**config.mk**
```make
export PLATFORM = sky130hd
export DESIGN_NAME = wdma_buf_scheduler
export DESIGN_NICKNAME = d
export VERILOG_FILES = /design/src/rtl/wdma_sched_pkg.sv /design/src/rtl/wdma_desc_fifo.sv /design/src/rtl/wdma_buf_scheduler.sv
export SDC_FILE = /design/constraint.sdc
export NUM_CORES = 1
export LEC_CHECK = 0
export ABC_AREA = 0
export BUFFER_PORTS_ARGS = -buffer_cell sky130_fd_sc_hd__buf_4
export CAP_MARGIN = 20
export CORE_ASPECT_RATIO = 1.5
export CORE_MARGIN = 2
export CORE_UTILIZATION = 50
export DETAILED_ROUTE_END_ITERATION = 16
export GPL_TIMING_DRIVEN = 0
export PLACE_DENSITY = 0.7
export SETUP_SLACK_MARGIN = 0.1
export SLEW_MARGIN = 20
export SYNTH_ARGS = -nofsm -noshare
export SYNTH_HDL_FRONTEND = slang
export SYNTH_SLANG_ARGS = --single-unit
```
**constraint.sdc**
```tcl
create_clock -name clk -period 8.5 [get_ports clk]
set_input_delay 0.85 -clock clk [delete_from_list [all_inputs] [get_ports clk]]
set_output_delay 0.85 -clock clk [all_outputs]
set_load 0.02 [all_outputs]
```
**src/rtl/wdma_sched_pkg.sv**
```systemverilog
`default_nettype none
// ============================================================================
// wdma_sched_pkg : shared types and constants for the WDMA buffer scheduler
// Revision 1.0
// ============================================================================
package wdma_sched_pkg;

    localparam int QDEPTH_DEFAULT = 2;
    localparam int DESC_W         = 40;

    localparam int ST_RUNNING  = 0;
    localparam int ST_UNDERRUN = 1;
    localparam int ST_OVERFLOW = 2;
    localparam int ST_STOPPED  = 3;

    typedef enum logic [1:0] {
        S_IDLE     = 2'd0,
        S_LAUNCH   = 2'd1,
        S_ACTIVE   = 2'd2,
        S_IRQ_WAIT = 2'd3
    } sched_state_t;

endpackage
`default_nettype wire

```
**src/rtl/wdma_desc_fifo.sv**
```systemverilog
`default_nettype none
// ============================================================================
// wdma_desc_fifo : descriptor FIFO with push/pop/flush, flush dominates
// Revision 1.0
// ============================================================================
module wdma_desc_fifo #(
    parameter int DEPTH = 2,
    parameter int WIDTH = 40
) (
    input  logic             clk,
    input  logic             rst_n,
    input  logic             push,
    input  logic             pop,
    input  logic             flush,
    input  logic [WIDTH-1:0] din,
    output logic [WIDTH-1:0] dout,
    output logic             full,
    output logic             empty
);
    localparam int            AW       = (DEPTH > 1) ? $clog2(DEPTH) : 1;
    localparam logic [AW:0]   FULL_CNT = (AW + 1)'(DEPTH);

    logic [WIDTH-1:0] mem [DEPTH];
    logic [AW-1:0]    rd_ptr;
    logic [AW-1:0]    wr_ptr;
    logic [AW:0]      count;
    logic             do_push;
    logic             do_pop;

    assign full    = (count == FULL_CNT);
    assign empty   = (count == '0);
    assign do_pop  = pop && !empty;
    // A pop frees the slot this cycle, so a push into a full queue is still accepted.
    assign do_push = push && (!full || do_pop);
    assign dout    = mem[rd_ptr];

    always_ff @(posedge clk or negedge rst_n) begin
        if (!rst_n) begin
            rd_ptr <= '0;
            wr_ptr <= '0;
            count  <= '0;
        end else if (flush) begin
            rd_ptr <= '0;
            wr_ptr <= '0;
            count  <= '0;
        end else begin
            if (do_push) wr_ptr <= wr_ptr + 1'b1;
            if (do_pop)  rd_ptr <= rd_ptr + 1'b1;
            case ({do_push, do_pop})
                2'b10:   count <= count + 1'b1;
                2'b01:   count <= count - 1'b1;
                default: count <= count;
            endcase
        end
    end

    always_ff @(posedge clk) begin
        if (do_push && !flush) mem[wr_ptr] <= din;
    end

endmodule
`default_nettype wire

```
**src/rtl/wdma_buf_scheduler.sv**
```systemverilog
`default_nettype none
// ============================================================================
// wdma_buf_scheduler : queues host buffer descriptors and launches the write engine
// Revision 1.0
// ============================================================================
module wdma_buf_scheduler
    import wdma_sched_pkg::*;
#(
    parameter int QDEPTH = QDEPTH_DEFAULT
) (
    input  logic        clk,
    input  logic        rst_n,
    input  logic        desc_valid_i,
    input  logic [31:0] desc_addr_i,
    input  logic [7:0]  desc_up_addr_i,
    input  logic        run_start_i,
    input  logic        run_stop_i,
    input  logic        irq_dis_i,
    output logic        eng_start_o,
    output logic [31:0] eng_addr_o,
    output logic [7:0]  eng_up_addr_o,
    input  logic        eng_done_i,
    output logic        irq_req_o,
    input  logic        irq_ack_i,
    output logic [15:0] buf_ptr_o,
    output logic [3:0]  status_o,
    output logic        desc_full_o
);
    sched_state_t      state;
    sched_state_t      state_nxt;
    logic              run;
    logic              underrun;
    logic              overflow;
    logic              stopped;
    logic [DESC_W-1:0] head;
    logic              fifo_full;
    logic              fifo_empty;
    logic              pop;
    logic              launch_go;
    logic              to_idle;

    assign pop = (state == S_LAUNCH);
    // A stop in the same cycle flushes the queue, so it must also veto a launch.
    assign launch_go = (state == S_IDLE) && run && !fifo_empty && !run_stop_i;
    assign to_idle   = ((state == S_ACTIVE) && eng_done_i && irq_dis_i) ||
                       ((state == S_IRQ_WAIT) && irq_ack_i);

    wdma_desc_fifo #(
        .DEPTH (QDEPTH),
        .WIDTH (DESC_W)
    ) u_fifo (
        .clk   (clk),
        .rst_n (rst_n),
        .push  (desc_valid_i),
        .pop   (pop),
        .flush (run_stop_i),
        .din   ({desc_up_addr_i, desc_addr_i}),
        .dout  (head),
        .full  (fifo_full),
        .empty (fifo_empty)
    );

    always_ff @(posedge clk or negedge rst_n) begin
        if (!rst_n) state <= S_IDLE;
        else        state <= state_nxt;
    end

    always_comb begin
        state_nxt = state;
        unique case (state)
            S_IDLE:     if (launch_go) state_nxt = S_LAUNCH;
            S_LAUNCH:   state_nxt = S_ACTIVE;
            S_ACTIVE:   if (eng_done_i) state_nxt = irq_dis_i ? S_IDLE : S_IRQ_WAIT;
            S_IRQ_WAIT: if (irq_ack_i) state_nxt = S_IDLE;
            default:    state_nxt = S_IDLE;
        endcase
    end

    always_comb begin
        eng_start_o = (state == S_LAUNCH);
        irq_req_o   = (state == S_IRQ_WAIT);
    end

    always_ff @(posedge clk or negedge rst_n) begin
        if (!rst_n) begin
            eng_addr_o    <= '0;
            eng_up_addr_o <= '0;
            buf_ptr_o     <= '0;
            run           <= 1'b0;
            underrun      <= 1'b0;
            overflow      <= 1'b0;
            stopped       <= 1'b0;
        end else begin
            // Address is captured on entry to LAUNCH so it is valid with the start pulse.
            if (launch_go) {eng_up_addr_o, eng_addr_o} <= head;
            if ((state == S_ACTIVE) && eng_done_i) buf_ptr_o <= buf_ptr_o + 16'd1;

            if (run_stop_i)       run <= 1'b0;
            else if (run_start_i) run <= 1'b1;

            if (run_stop_i)       stopped <= 1'b1;
            else if (run_start_i) stopped <= 1'b0;

            if (desc_valid_i && fifo_full && !pop) overflow <= 1'b1;
            else if (run_start_i)                  overflow <= 1'b0;

            if (to_idle && run && !run_stop_i && fifo_empty) underrun <= 1'b1;
            else if (run_start_i)                            underrun <= 1'b0;
        end
    end

    always_comb begin
        status_o              = '0;
        status_o[ST_RUNNING]  = run;
        status_o[ST_UNDERRUN] = underrun;
        status_o[ST_OVERFLOW] = overflow;
        status_o[ST_STOPPED]  = stopped;
    end

    assign desc_full_o = fifo_full;

endmodule
`default_nettype wire
```
==> metrics.cfg <==
[logic_synthesis]
synth_nets=425
synth_common_cells=edfxtp_1 (80), dfrtp_1 (66), nand2_1 (49), mux2i_1 (40), o21ai_2 (39)
synth_top_family_by_area=compound AO/OA/AOI/OAI gates
synthTopCellsByArea=edfxtp_1 (42%), dfrtp_1 (29%), mux2i_1 (7.1%)
synthXorXnorAreaFrac_pct=2.63
syn_area_um2=5660
muxShareOfSynthArea_pct=7.27
synth-seq-cells=146
yosys_warnings=0
synthFlopType=edfxtp_1
yosys.area.top_type_share_pct=42.4
synth_cell_types=33
netlist.top_cell.by_area=edfxtp_1
synth_fa_ha_area_share_pct=0.221
synthSimpleGateAreaFrac_pct=7.45
seq_area_frac_synth_pct=71.6
avgSynthCellArea_um2=15.1
synth.most_common_cell=edfxtp_1
synth_edf_count=80
async_reset_ff_share_pct=45.2
synth_compound_area_share_pct=7.53
postSynthCellCount=376

[routing]
drt-total-wl_um=9990
num_vias=3339
vias_per_cell=4.96
ant_nets=0
wl_per_cell_um=14.8
firstDrtPassIters=4
drc_errors=0
drt_iter0_drc=107

[sta]
relSlewSlack_pct=41.8
finalMaxSlewViolations=0
holdWs_ns=0.468
final.setup_skew_ns=0.00862
rsz0062_at_grt=no
finalHoldViolCount=0
tightest_slew_ns=0.872
timing.fmax_mhz=384
setup_tns_ns=0
fin_crit_sh_pct=30.6
finalSetupViolCount=0
finalCriticalPeriod_ns=2.60

[clock_network]
ctsHtreeMaxLevel=4
ctsHoldBuffers=0
post-cts-setup-buffers=0
root_buffer=clkbuf_16
clk_latency_ns=0.40
cts_tree=done
clock-sinks=146
numCtsBuffers=17
cts_resized=0
clockBufferDepth=2
cts.clk_slew.worst_paths_ns=0.06

[grt]
antenna_found_initial=0
grt_max_degree=67
grt.overflow.total=0
grt_pass1_wl_um=16300
first_global_vias=3371
grt_util_all_layers_pct=17.5

[finish]
area_growth_pct=29.7
fill_cells=848
diodes=0
ff_latch_area_um2=4050
final_nets=562
design_area_um2=7350
multi_input_area_um2=1430
drive_gt1_share_pct=39.5
fin_cells=673

[die]
initial_core_util_pct=51.2
core_region_area_um2=11100
dieArea_um2=12200
row_count=47
die_h_um=134
die_w_um=90.9
pin_count=111

[placed_design]
port_buffers=109
place_congestion=0.731
dp_hpwl_um=7140
place_inst=641
postPlaceCellArea_um2=6750

[power_and_ir_drop]
power_density_nw_per_um2=308
peakVddDrop_v=0.000164
leakage_nw=3.09
p_total_w=0.00226

[critical_path]
critical_path_arrival_ns=2.72
cp_data_required_time_ns=8.62
startpoint_type=flop
critPathKind=flop to flop
cp-end-kind=flop
critPathMaxFanout=10

[job]
drv_cap=0

[outcome]
status=completed

[min_path]
hold_class=flop to flop

[worst max-delay path: stages, from the launching register on]
cell	delay (ns)
dfrtp_1	0.44
nor2b_1	0.16
clkbuf_1	0.24
o21ai_0	0.26
nor3b_2	0.75
buf_4	0.32
buf_6	0.15
[registers in the layout, summed over array words and instances (netlist names)]
signal	cells
u_fifo.wr_ptr	1
run	1
eng_addr_o	32
stopped	1
state	2
underrun	1
overflow	1
u_fifo.rd_ptr	1
buf_ptr_o	16
eng_up_addr_o	8
u_fifo.count	2
u_fifo.mem	80
[logic make-up (layout without fill, tap and decap cells)]
family | Yosys count | count (layout)
flops | 146 | 146
simple gates | 89 | 89
compound gates | 55 | 55
mux | 41 | 41
buf+inv | 27 | 177
xor+xnor | 17 | 17
fa+ha+maj | 1 | 1
[power breakdown]
part	internal, W	total, W	switching (W)
logic	0.000254	0.000574	0.000321
registers	0.000885	0.000968	0.0000836
clock network	0.000449	0.000720	0.000271
total	0.00159	0.00226	0.000675
[metal layers]
layer  vias up  track usage [%]  wire (um)
met1      1614             20.0       3910
met4         0             8.67        230
met2        97             30.0       5330
met5         -                0          0
met3        16             5.28        521
li1       1612                -          -
[worst paths after layout]
kind | startpoint | to | slack (ns) | cells past startpoint
max in group asynchronous | rst_n | eng_addr_o[4]$_DFFE_PN0P_ | 7.37 | 1
min in group asynchronous | rst_n | buf_ptr_o[8]$_DFFE_PN0N_ | 0.56 | 1
worst max-delay path | state[0]$_DFFE_PN0P_ | u_fifo.mem[1][18]$_DFFE_PP_ | 5.90 | 6
worst min register to register | buf_ptr_o[15]$_DFFE_PN0N_ | buf_ptr_o[15]$_DFFE_PN0N_ | 0.47 | 1
worst max register to register | state[0]$_DFFE_PN0P_ | u_fifo.mem[1][18]$_DFFE_PP_ | 5.90 | 6
worst min-delay path | buf_ptr_o[15]$_DFFE_PN0N_ | buf_ptr_o[15]$_DFFE_PN0N_ | 0.47 | 1
[cells in the final DEF (no fill, tap or decap), types with 8 or more instances in the layout]
cell type,n
buf_6,12
dfrtp_1,66
buf_4,119
o21ai_2,39
clkbuf_16,18
edfxtp_1,80
xor2_1,12
nor2_1,10
mux2i_1,40
o21ai_0,8
nand2_1,49
[through the flow]
step	utilization, %	setup WS (ns)
3_3_place_gp	60.3	2.25
4_1_cts	66.4	5.85
2_1_floorplan	-	3.89
6_report	66.4	5.90
3_5_place_dp	61.1	5.76
5_1_grt	66.4	5.61
[layout make-up]
class / instances / share of cell area, %
clock buffer: 20 / 6.23
multi-input combinational: 203 / 19.5
tap: 147 / 2.50
buffer: 21 / 2.25
timing repair buffer: 118 / 12.2
inverter: 6 / 0.307
sequential: 146 / 55.2
clock inverter: 12 / 1.82
Power figures use the tool's default switching activity.
